===== config.mk =====
export PLATFORM = sky130hd
export DESIGN_NAME = uc_fsm_flat
export DESIGN_NICKNAME = d
export VERILOG_FILES = /design/src/rtl/uc_fsm_if.sv /design/src/rtl/uc_fsm.sv /design/src/flat_wrapper.sv
export SDC_FILE = /design/constraint.sdc
export NUM_CORES = 1
export LEC_CHECK = 0
export BUFFER_PORTS_ARGS = -buffer_cell sky130_fd_sc_hd__buf_2
export CAP_MARGIN = 5
export CORE_AREA = 2 2 39 41
export DETAILED_ROUTE_END_ITERATION = 7
export DIE_AREA = 0 0 41 43
export PLACE_DENSITY = 0.84
export SYNTH_ARGS = -nofsm -noshare
export SYNTH_HDL_FRONTEND = slang
export SYNTH_SLANG_ARGS = --single-unit

===== constraint.sdc =====
create_clock -name clk -period 3.4 [get_ports clk]
set_clock_uncertainty 0.2 [all_clocks]
set_input_delay 0.17 -clock clk [delete_from_list [all_inputs] [get_ports clk]]
set_output_delay 0.17 -clock clk [all_outputs]
set_load 0.01 [all_outputs]

===== src/rtl/uc_fsm_if.sv =====
// uc_fsm_if: control bus between the micro-controller sequencer and its
// program counter, memory and datapath.
//   ce        : clock enable, shared with the program counter
//   data_in   : memory read data, [7:6] opcode, [5:0] operand address
//   carry     : registered carry flag from the datapath
//   clear_PC, load_PC, enable_PC : program-counter controls
//   ADR_JUMP  : jump / operand address, drives program-counter ADR_IN
//   sel_adr   : memory address mux, 0 = PC, 1 = ADR_JUMP
//   mem_ce, mem_we : memory enable / write strobe
//   load_accu, load_carry, init_carry, sel_ual : datapath controls
//   step, halted : single-step handshake, present only with UC_FSM_STEP_EN
// master modport is the sequencer side, slave modport the controlled side.
interface uc_fsm_if;
    logic       ce;
    logic [7:0] data_in;
    logic       carry;
    logic       clear_PC;
    logic       load_PC;
    logic       enable_PC;
    logic [5:0] ADR_JUMP;
    logic       sel_adr;
    logic       mem_ce;
    logic       mem_we;
    logic       load_accu;
    logic       load_carry;
    logic       init_carry;
    logic       sel_ual;
`ifdef UC_FSM_STEP_EN
    logic       step;
    logic       halted;
`endif
    modport master (
        input  ce, data_in, carry,
`ifdef UC_FSM_STEP_EN
        input  step,
        output halted,
`endif
        output clear_PC, load_PC, enable_PC, ADR_JUMP, sel_adr,
        output mem_ce, mem_we, load_accu, load_carry, init_carry, sel_ual
    );
    modport slave (
        output ce, data_in, carry,
`ifdef UC_FSM_STEP_EN
        output step,
        input  halted,
`endif
        input  clear_PC, load_PC, enable_PC, ADR_JUMP, sel_adr,
        input  mem_ce, mem_we, load_accu, load_carry, init_carry, sel_ual
    );
endinterface


===== src/rtl/uc_fsm.sv =====
// uc_fsm: instruction sequencer of a 4-opcode accumulator micro-controller
// (00 NOR, 01 ADD, 10 STA, 11 JCC).
//   clk : system clock, rising edge
//   rst : synchronous active-high reset, forces INIT and IR = 0
//   bus : uc_fsm_if.master, all datapath / memory / PC controls
// Optional macro UC_FSM_STEP_EN adds bus.step / bus.halted: the machine waits
// in FETCH_INS until step is high, reporting halted while it waits.
module uc_fsm (
    input  logic     clk,
    input  logic     rst,
    uc_fsm_if.master bus
);
    typedef enum logic [2:0] {
        INIT, FETCH_INS, DECODE, FETCH_OP, EXE_UAL, EXE_STA, EXE_JCC
    } state_t;

    state_t     state_q, state_d;
    logic [7:0] ir_q;
    logic       clr, lpc, epc, sa, mce, mwe, lacc, lcy, icy, sual, hlt;

    always_ff @(posedge clk) begin
        if (rst) begin
            state_q <= INIT;
            ir_q    <= 8'h00;
        end else if (bus.ce) begin
            state_q <= state_d;
            if (state_q == DECODE) ir_q <= bus.data_in;
        end
    end

    always_comb begin
        state_d = state_q;
        clr     = 1'b0;
        lpc     = 1'b0;
        epc     = 1'b0;
        sa      = 1'b0;
        mce     = 1'b0;
        mwe     = 1'b0;
        lacc    = 1'b0;
        lcy     = 1'b0;
        icy     = 1'b0;
        sual    = 1'b0;
        hlt     = 1'b0;
        case (state_q)
            INIT: begin
                clr     = 1'b1;
                epc     = 1'b1;
                icy     = 1'b1;
                state_d = FETCH_INS;
            end
            FETCH_INS: begin
`ifdef UC_FSM_STEP_EN
                hlt     = ~bus.step;
                mce     = bus.step;
                state_d = bus.step ? DECODE : FETCH_INS;
`else
                mce     = 1'b1;
                state_d = DECODE;
`endif
            end
            DECODE: begin
                epc     = 1'b1;
                state_d = bus.data_in[7] ? (bus.data_in[6] ? EXE_JCC : EXE_STA) : FETCH_OP;
            end
            FETCH_OP: begin
                sa      = 1'b1;
                mce     = 1'b1;
                state_d = EXE_UAL;
            end
            // IR[7] is 0 here, so IR[6] alone tells ADD from NOR
            EXE_UAL: begin
                lacc    = 1'b1;
                lcy     = ir_q[6];
                sual    = ir_q[6];
                state_d = FETCH_INS;
            end
            EXE_STA: begin
                sa      = 1'b1;
                mce     = 1'b1;
                mwe     = 1'b1;
                state_d = FETCH_INS;
            end
            // jump when carry clear, otherwise consume the carry
            EXE_JCC: begin
                lpc     = ~bus.carry;
                icy     = bus.carry;
                state_d = FETCH_INS;
            end
            default: state_d = INIT;
        endcase
    end

    // strobes are suppressed while ce is low; address selects stay visible
    assign bus.clear_PC   = clr  & bus.ce;
    assign bus.load_PC    = lpc  & bus.ce;
    assign bus.enable_PC  = epc  & bus.ce;
    assign bus.mem_ce     = mce  & bus.ce;
    assign bus.mem_we     = mwe  & bus.ce;
    assign bus.load_accu  = lacc & bus.ce;
    assign bus.load_carry = lcy  & bus.ce;
    assign bus.init_carry = icy  & bus.ce;
    assign bus.sel_adr    = sa;
    assign bus.sel_ual    = sual;
    assign bus.ADR_JUMP   = ir_q[5:0];
`ifdef UC_FSM_STEP_EN
    assign bus.halted     = hlt & bus.ce;
`else
    logic unused_hlt;
    assign unused_hlt     = hlt;
`endif
endmodule


===== src/flat_wrapper.sv =====
// flat-port wrapper written by rule: the top's interface ports become plain ports
module uc_fsm_flat 
  (clk, rst, bus_ce, bus_data_in, bus_carry, bus_clear_PC, bus_load_PC, bus_enable_PC, bus_ADR_JUMP, bus_sel_adr, bus_mem_ce, bus_mem_we, bus_load_accu, bus_load_carry, bus_init_carry, bus_sel_ual);
  uc_fsm_if bus_i ();
  input  logic clk;
  input  logic rst;
  input wire logic [$bits(bus_i.ce)-1:0] bus_ce;
  input wire logic [$bits(bus_i.data_in)-1:0] bus_data_in;
  input wire logic [$bits(bus_i.carry)-1:0] bus_carry;
  output wire logic [$bits(bus_i.clear_PC)-1:0] bus_clear_PC;
  output wire logic [$bits(bus_i.load_PC)-1:0] bus_load_PC;
  output wire logic [$bits(bus_i.enable_PC)-1:0] bus_enable_PC;
  output wire logic [$bits(bus_i.ADR_JUMP)-1:0] bus_ADR_JUMP;
  output wire logic [$bits(bus_i.sel_adr)-1:0] bus_sel_adr;
  output wire logic [$bits(bus_i.mem_ce)-1:0] bus_mem_ce;
  output wire logic [$bits(bus_i.mem_we)-1:0] bus_mem_we;
  output wire logic [$bits(bus_i.load_accu)-1:0] bus_load_accu;
  output wire logic [$bits(bus_i.load_carry)-1:0] bus_load_carry;
  output wire logic [$bits(bus_i.init_carry)-1:0] bus_init_carry;
  output wire logic [$bits(bus_i.sel_ual)-1:0] bus_sel_ual;
  assign bus_i.ce = bus_ce;
  assign bus_i.data_in = bus_data_in;
  assign bus_i.carry = bus_carry;
  assign bus_clear_PC = bus_i.clear_PC;
  assign bus_load_PC = bus_i.load_PC;
  assign bus_enable_PC = bus_i.enable_PC;
  assign bus_ADR_JUMP = bus_i.ADR_JUMP;
  assign bus_sel_adr = bus_i.sel_adr;
  assign bus_mem_ce = bus_i.mem_ce;
  assign bus_mem_we = bus_i.mem_we;
  assign bus_load_accu = bus_i.load_accu;
  assign bus_load_carry = bus_i.load_carry;
  assign bus_init_carry = bus_i.init_carry;
  assign bus_sel_ual = bus_i.sel_ual;
  uc_fsm u_core (.clk(clk), .rst(rst), .bus(bus_i));
endmodule

==> results.yml, run 1 <==
power_and_ir_drop:
  p_switching_mw: 0.0639
  p_clk_share_pct: 29.8
  p_int_mw: 0.189
  comb_power_share_pct: 18.3
  powerDensity_nw_per_um2: 335
  seqPwrFrac_pct: 51.9
  leakage_nw: 0.352
  swShare_pct: 25.3
  ir_drop_mv: 0.243
min_path:
  hp-class: "input pin to flop"
routing:
  first_pass_iters: 4
  wl_per_cell_um: 10.7
  drc: 0
  drt-vias-per-instance: 4.92
  drtIter0Drc: 8
  drtAntennaViolNets: 0
  wl_um: 1170
  dr_total_vias: 541
cts:
  cts.sinks: 10
  ctsHoldBuffers: 8
  cts_made_buffers: 3
  h-tree-depth: 1
  cts-root-buf: "clkbuf_4"
  postCtsSetupBuffers: 0
  clkSlewWorstSetupHoldPaths_ns: 0.06
  cts_buffer_depth: 2
  cts_resized: 0
  cts_tree: "yes"
  insertion_delay_ns: 0.25
die:
  core_area_um2: 1380
  io_pins: 28
  die_h_um: 43
  die_w_um: 41
  rows: 14
  start_util_pct: 41.7
  dieArea_um2: 1760
yosys:
  muxShareOfSynthArea_pct: 14.1
  synthesis.nets: 80
  synth.avg_cell_area_um2: 8.48
  synth-xor-area-share_pct: 1.52
  synth_compound_area_share_pct: 10.2
  synth_simple_gate_area_share_pct: 24.9
  syn_inst: 68
  yosysSeqAreaShare_pct: 34.7
  synth_seq_cells: 10
  synth_adder_area_share_pct: 0
  ys_warn_count: 0
  synth_area_um2: 577
  synth_cell_types: 27
  synth_top_family_by_area: "simple AND/OR/NAND/NOR gates"
critical_path:
  end_kind: "flop"
  critPathTopFamily: "flip-flops"
  crit_fanout: 15
  path_class: "flop to flop"
  reg2reg_slack_ns: 1.64
  crit_chain: "and4bb_1 > mux2i_1 > nor2_1"
  max_stage_delay_ns: 0.62
  worst_ep_required_time_ns: 3.34
  start_kind: "flop"
  slowest_stage: "dfxtp_1"
  crit_buf_inv: 0
  cp_data_arrival_time_ns: 1.69
grt:
  grt_max_degree: 16
  use_met1_pct: 16.3
  use_met2_pct: 21.9
  grt_pass1_wl_um: 1680
  grt_usage_pct: 13.4
  grt.overflow.total: 0
  grt_pass1_vias: 448
  antenna_found_initial: 0
  grt-busiest-layer: "met2"
  met3_usage_pct: 3.66
finish:
  nets: 108
  fillers: 131
  final_cell_area_um2: 754
  final_cell_mix: "27 x buf_2, 10 x nor2_1, 10 x dfxtp_1"
  utilization_pct: 54.5
  layout-drive-gt1-share_pct: 34.0
  layout_commonest_cell: "buf_2"
  syn_to_final_growth_pct: 30.8
  antenna_cells: 0
run:
  cap_violations: 0
sta:
  fmax_mhz: 570
  tns_ns: 0
  setup_ws_ns: 1.64
  worstMarginPinSlew_ns: 0.492
  final_max_slew_viol_count: 0
  rsz0062_at_grt: "false"
  hold_violations: 0
  setup_viol_count_final: 0
  fin_crit_sh_pct: 51.6
  min_period_ns: 1.76
  relSlewSlack_pct: 67.2
  fin_hold_ws_ns: 0.0283
status:
  run_status: "completed"
placed_design:
  portBuffers: 27
  dpl_worst_slack_ns: 1.68
  dpl_cell_area_um2: 652
  place.gp.congestion: 0.658
  dpl.hpwl_um: 793
## per-stage QoR
stage               instances  power (mW)
floorplan                  68       0.161
global placement           99       0.171
detailed placement         99       0.172
CTS                       110       0.256
global route              110       0.266
finish                    110       0.252
## worst paths after layout
check                                        from           endpoint  depth (start not counted)
worst min register to register     u_core.ir_q[4]     u_core.ir_q[4]                          2
worst max register to register  u_core.state_q[1]     u_core.ir_q[0]                          3
worst min-delay path                       bus_ce  u_core.state_q[0]                          2
worst max-delay path            u_core.state_q[1]     u_core.ir_q[0]                          3
## flip-flops by register name, summed over array words and instances, names as in the netlist
register / flops
u_core.ir_q: 7
u_core.state_q: 3
## routing by layer
metal | share of wire, % | vias up
met2 | 44 | 29
met3 | 11 | 0
li1 | - | 277
met4 | 0 | 0
met1 | 45 | 235
met5 | 0 | -
## Yosys cell counts, drive strengths merged
cell type | n | area share (%)
inv | 1 | 0.65
a211oi | 1 | 1.3
nor3b | 1 | 1.3
a21oi | 3 | 2.6
o21ai | 1 | 0.87
dfxtp | 10 | 35
and4bb | 1 | 2.2
nand2b | 2 | 2.2
buf | 12 | 14
nand3 | 1 | 0.87
xor2 | 1 | 1.5
nand2 | 4 | 2.6
mux2 | 1 | 2.0
a31oi | 1 | 1.1
o211ai | 1 | 1.3
a211o | 1 | 1.5
mux2i | 7 | 12
and3b | 1 | 1.5
nor3 | 4 | 4.3
nor2 | 10 | 6.5
and2 | 2 | 2.2
o31a | 1 | 1.5
or2b | 1 | 1.3
## power by group through the flow
stage	Sequential [mW]	Clock (mW)	Combinational, mW
after floorplan	0.127	0	0.0340
after global routing	0.132	0.0835	0.0512
after global placement	0.133	0	0.0385
after CTS	0.131	0.0788	0.0462
after detailed placement	0.133	0	0.0391
final	0.131	0.0752	0.0462
## worst reg2reg max path, stage by stage (launching register included)
cell and delay [ns]:
dfxtp_1 0.62, and4bb_1 0.53, mux2i_1 0.23, nor2_1 0.06
## cell type report
class                   count  area (um2)  share of cell area, %
clock buffers               3        22.5                   2.99
inverters                   1        3.75                  0.498
multi-input cells          45         293                   38.8
flip-flops and latches     10         200                   26.5
well taps                  16        20.0                   2.65
repair buffers             35         215                   28.5
## cells by family (layout without fill, tap and decap cells)
group,count (synthesis),after routing
AND/OR/NAND/NOR,27,27
buffers and inverters,13,39
flip-flops,10,10
AO/OA/AOI/OAI,9,9
multiplexers,8,8
XOR/XNOR,1,1
(Power assumes the default switching activity.)
==> run 2: changes to the inputs <==
--- a/config.mk
+++ b/config.mk
@@ -7,10 +7,9 @@
 export LEC_CHECK = 0
 export BUFFER_PORTS_ARGS = -buffer_cell sky130_fd_sc_hd__buf_2
 export CAP_MARGIN = 5
-export CORE_AREA = 2 2 39 41
+export CORE_UTILIZATION = 43
 export DETAILED_ROUTE_END_ITERATION = 7
-export DIE_AREA = 0 0 41 43
-export PLACE_DENSITY = 0.84
+export PLACE_DENSITY = 0.83
 export SYNTH_ARGS = -nofsm -noshare
 export SYNTH_HDL_FRONTEND = slang
 export SYNTH_SLANG_ARGS = --single-unit
==> constraint.sdc (replaced) <==
create_clock -name clk -period 1.8 [get_ports clk]
set_clock_uncertainty 0.2 [all_clocks]
set_input_delay 0.09 -clock clk [delete_from_list [all_inputs] [get_ports clk]]
set_output_delay 0.09 -clock clk [all_outputs]
set_load 0.01 [all_outputs]
==> run 2 against run 1 <==
Effect of this change: utilization rose by 15 points; final area rose by 8.1%; cell count rose by 2.7%; clock power rose to 2.7 times the previous value.
==> results.yml, run 2 (synthesis results as in run 1) <==
status:
  run_status: "completed"
routing:
  drc: 0
  dr_total_vias: 547
  first_pass_iters: 4
  wl_um: 1200
  drtIter0Drc: 10
  wl_per_cell_um: 10.6
  drt-vias-per-instance: 4.84
  drtAntennaViolNets: 0
grt:
  grt_usage_pct: 19.7
  grt_pass1_vias: 457
  antenna_found_initial: 0
  grt_pass1_wl_um: 1920
  grt_max_degree: 15
  grt.overflow.total: 0
power_and_ir_drop:
  p_switching_mw: 0.137
  seqPwrFrac_pct: 42.9
  p_int_mw: 0.412
  ir_drop_mv: 0.703
  comb_power_share_pct: 20.7
  powerDensity_nw_per_um2: 673
  swShare_pct: 24.9
  leakage_nw: 0.381
  p_clk_share_pct: 36.5
critical_path:
  end_kind: "flop"
  path_class: "input pin to flop"
  crit_chain: "dlygate4sd3_1 > buf_2 > a31oi_4 > a21oi_1 > a211oi_1 > dlygate4sd3_1"
  crit_buf_inv: 3
  critPathTopFamily: "buffers and inverters"
  reg2reg_slack_ns: 0.09
  worst_ep_required_time_ns: 1.82
  critPathMostFrequentCell: "dlygate4sd3_1"
  slowest_stage: "dlygate4sd3_1"
  start_kind: "input pin"
  cp_data_arrival_time_ns: 1.75
  crit_fanout: 3
  max_stage_delay_ns: 0.56
min_path:
  hp-class: "input pin to flop"
finish:
  nets: 112
  final_cell_mix: "27 x buf_2, 10 x nor2_1, 10 x dlygate4sd3_1, 10 x dfxtp_1, 7 x mux2i_1"
  layout_commonest_cell: "buf_2"
  largest_reg_flops: 7
  seq_area_um2: 200
  layout-drive-gt1-share_pct: 36.4
  antenna_cells: 0
  multi_input_comb_area_um2: 308
  fillers: 87
  regMostFlops: "u_core.ir_q"
  utilization_pct: 69.7
  syn_to_final_growth_pct: 41.4
  reg_top3: "u_core.ir_q x7, u_core.state_q x3"
sta:
  hold_violations: 0
  fin_hold_ws_ns: 0.0633
  fin_crit_sh_pct: 96.1
  worstMarginPinSlew_ns: 0.409
  tns_ns: 0
  fmax_mhz: 578
  relSlewSlack_pct: 72.7
  setup_viol_count_final: 0
  min_period_ns: 1.73
  rsz0062_at_grt: "false"
  setup_ws_ns: 0.0699
  final_max_slew_viol_count: 0
cts:
  cts_buffer_depth: 2
  cts-root-buf: "clkbuf_4"
  clkSlewWorstSetupHoldPaths_ns: 0.07
  cts_tree: "yes"
  cts_made_buffers: 3
  h-tree-depth: 1
  insertion_delay_ns: 0.27
  cts.sinks: 10
die:
  rows: 12
  core_area_um2: 1170
  die_h_um: 38.6
  start_util_pct: 49.3
  dieArea_um2: 1490
  io_pins: 28
  die_w_um: 38.6
run:
  cap_violations: 0
placed_design:
  dpl.hpwl_um: 783
  portBuffers: 27
  place.gp.congestion: 0.797
  dpl_worst_slack_ns: 0.220
run 2: repair_timing:
| item | 4_1_cts | 5_1_grt |
|---|---|---|
| setup endpoints to repair | 0 | 1 |
| hold endpoints to repair | 10 | 0 |
| gates resized for setup | 0 | 1 |
| hold buffers | 10 | 0 |
| buffers inserted | 0 | 0 |
run 2: final cells by class:
| type | instances | area share, % |
|---|---|---|
| sequential | 10 | 24.5 |
| timing repair buffer | 39 | 30.7 |
| inverter | 1 | 0.460 |
| clock buffer | 4 | 4.45 |
| multi-input combinational | 45 | 37.7 |
| tap | 14 | 2.15 |
run 2: path summary, 6_finish.rpt:
path                                         from           endpoint  depth (start not counted)
worst max-delay path               bus_data_in[7]  u_core.state_q[0]                          6
worst max register to register  u_core.state_q[1]  u_core.state_q[0]                          5
worst min register to register     u_core.ir_q[6]     u_core.ir_q[6]                          2
worst min-delay path                       bus_ce  u_core.state_q[2]                          3
run 2: power groups by stage:
stage	Sequential [mW]	Combinational, mW	Clock, mW
after detailed placement	0.240	0.0911	0
after CTS	0.235	0.109	0.207
after global routing	0.236	0.124	0.221
after global placement	0.240	0.0893	0
after floorplan	0.240	0.0643	0
final	0.235	0.113	0.200
run 2: layer usage:
metal	global-route usage, %	vias to the layer above	wire length (um)
met4	7.76	0	0
li1	-	288	-
met2	28.7	12	595
met1	23.9	247	553
met3	10.4	0	48
met5	0	-	0
run 2: worst reg2reg max path, stage by stage (launching register included):
cell           delay [ns]
dfxtp_1              0.31
buf_4                0.18
a31oi_4              0.16
a21oi_1              0.06
a211oi_1             0.19
dlygate4sd3_1        0.56
run 2: stage by stage:
step                area, um2  instances  total power [mW]
finish                    816        113             0.549
global route              816        113             0.582
CTS                       801        113             0.551
detailed placement        664         99             0.331
global placement          664         99             0.329
floorplan                 577         68             0.304
==> run 3: changes to the inputs <==
--- a/config.mk
+++ b/config.mk
@@ -5,11 +5,14 @@
 export SDC_FILE = /design/constraint.sdc
 export NUM_CORES = 1
 export LEC_CHECK = 0
-export BUFFER_PORTS_ARGS = -buffer_cell sky130_fd_sc_hd__buf_2
+export ABC_CLOCK_PERIOD_IN_PS = 1800
 export CAP_MARGIN = 5
-export CORE_UTILIZATION = 43
+export CORE_AREA = 2 2 39 41
+export CTS_CLUSTER_SIZE = 25
 export DETAILED_ROUTE_END_ITERATION = 7
-export PLACE_DENSITY = 0.83
+export DIE_AREA = 0 0 41 43
+export DONT_BUFFER_PORTS = 1
+export PLACE_DENSITY = 0.66
 export SYNTH_ARGS = -nofsm -noshare
 export SYNTH_HDL_FRONTEND = slang
 export SYNTH_SLANG_ARGS = --single-unit
==> run 3 against run 2 <==
Effect of this change: hold slack lost 0.025 ns; sequential power hardly changed; clock power about the same; clock-buffer cell count unchanged.
==> results.yml, run 3 (synthesis results as in run 1) <==
status:
  run_status: "completed"
critical_path:
  start_kind: "flop"
  rr_worst_depth: 3
  max_stage_delay_ns: 0.33
  end_kind: "primary output"
  crit_chain: "buf_4 > nand2_1 > nor3_2 > and2_1"
  path_class: "flop to primary output"
  cp_data_arrival_time_ns: 1.28
  worst_ep_required_time_ns: 1.51
  slowest_stage: "dfxtp_1"
  crit_fanout: 11
cts:
  cts_buffer_depth: 2
  cts-root-buf: "clkbuf_4"
  cts_resized: 0
  insertion_delay_ns: 0.26
  h-tree-depth: 1
  cts_made_buffers: 3
  clkSlewWorstSetupHoldPaths_ns: 0.06
  ctsHoldBuffers: 10
  cts_tree: "yes"
  postCtsSetupBuffers: 0
  cts.sinks: 10
power_and_ir_drop:
  ir_drop_mv: 0.445
  p_clk_share_pct: 38.1
  seqPwrFrac_pct: 45.4
  swShare_pct: 24.2
  p_switching_mw: 0.126
  p_int_mw: 0.394
  comb_power_share_pct: 16.5
  leakage_nw: 0.255
  powerDensity_nw_per_um2: 770
routing:
  drt-vias-per-instance: 5.35
  drtIter0Drc: 5
  wl_per_cell_um: 12.3
  wl_um: 1100
  drc: 0
  dr_total_vias: 476
  drtAntennaViolNets: 0
  first_pass_iters: 2
finish:
  multi_input_comb_area_um2: 293
  fillers: 138
  regMostFlops: "u_core.ir_q"
  layout-drive-gt1-share_pct: 12.3
  antenna_cells: 0
  reg_top3: "u_core.ir_q x7, u_core.state_q x3"
  seq_area_um2: 200
  nets: 86
  largest_reg_flops: 7
  syn_to_final_growth_pct: 17.1
  final_cell_mix: "10 x nor2_1, 10 x dlygate4sd3_1, 10 x dfxtp_1"
grt:
  grt_pass1_vias: 402
  grt_max_degree: 15
  grt.overflow.total: 0
  grt_pass1_wl_um: 1640
  antenna_found_initial: 0
  grt_usage_pct: 14.2
die:
  dieArea_um2: 1760
  io_pins: 28
  die_w_um: 41
  start_util_pct: 41.7
  die_h_um: 43
  rows: 14
  core_area_um2: 1380
sta:
  relSlewSlack_pct: 72.6
  final_max_slew_viol_count: 0
  fmax_mhz: 639
  hold_violations: 0
  setup_viol_count_final: 0
  tns_ns: 0
  min_period_ns: 1.57
  rsz0062_at_grt: "false"
  fin_crit_sh_pct: 87.0
  worstMarginPinSlew_ns: 0.410
  setup_ws_ns: 0.234
min_path:
  hp-class: "input pin to primary output"
  holdPathStages: 1
placed_design:
  portBuffers: 0
  place.gp.congestion: 0.660
  dpl.hpwl_um: 747
  dpl_worst_slack_ns: 0.363
run:
  cap_violations: 0
run 3: cell types whose count changed in the layout (fill, tap and decap cells not counted), sizes merged:
cell,before,now
buf,29,3
run 3: routing by layer:
layer,up-vias,wire length [um],GRT usage (%)
met1,213,418,14.1
met2,21,574,23.4
li1,240,-,-
met4,0,14,6.00
met3,2,89,6.81
met5,-,0,0
run 3: power by group through the flow:
| stage | logic [mW] | registers [mW] | clock network (mW) |
|---|---|---|---|
| after floorplan | 0.0643 | 0.240 | 0 |
| after global placement | 0.0615 | 0.241 | 0 |
| after detailed placement | 0.0627 | 0.241 | 0 |
| after CTS | 0.0859 | 0.236 | 0.207 |
| after global routing | 0.0949 | 0.237 | 0.219 |
| final | 0.0857 | 0.236 | 0.198 |
run 3: worst paths after layout:
| kind | startpoint | endpoint | slack, ns |
|---|---|---|---|
| worst min register to register | u_core.ir_q[6] | u_core.ir_q[6] | 0.33 |
| worst max register to register | u_core.state_q[0] | u_core.ir_q[6] | 0.36 |
| worst min-delay path | bus_carry | bus_load_PC | 0.04 |
| worst max-delay path | u_core.state_q[2] | bus_load_carry | 0.23 |
run 3: through the flow:
| stage | total power, mW | instances | hold slack, ns | area (um2) | util, % |
|---|---|---|---|---|---|
| CTS | 0.529 | 89 | 0.0387 | 676 | 48.8 |
| detailed placement | 0.304 | 75 | -0.0345 | 539 | 39.0 |
| finish | 0.520 | 89 | 0.0383 | 676 | 48.8 |
| global placement | 0.302 | 75 | -0.0356 | 539 | 39.0 |
| floorplan | 0.304 | 68 | 0.0344 | 577 | - |
| global route | 0.551 | 89 | 0.0406 | 676 | 48.8 |
run 3: layout make-up:
class,instances,area share (%)
clock buffers,4,5.37
multi-input cells,45,43.3
inverters,1,0.556
flip-flops and latches,10,29.6
well taps,16,2.96
repair buffers,13,18.1
run 3: critical path: cells and delay by family, from the launching register on:
family / cells / cell delay [ns]
buffers and inverters: 1 / 0.17
AND/OR/NAND/NOR: 3 / 0.51
flip-flops: 1 / 0.33
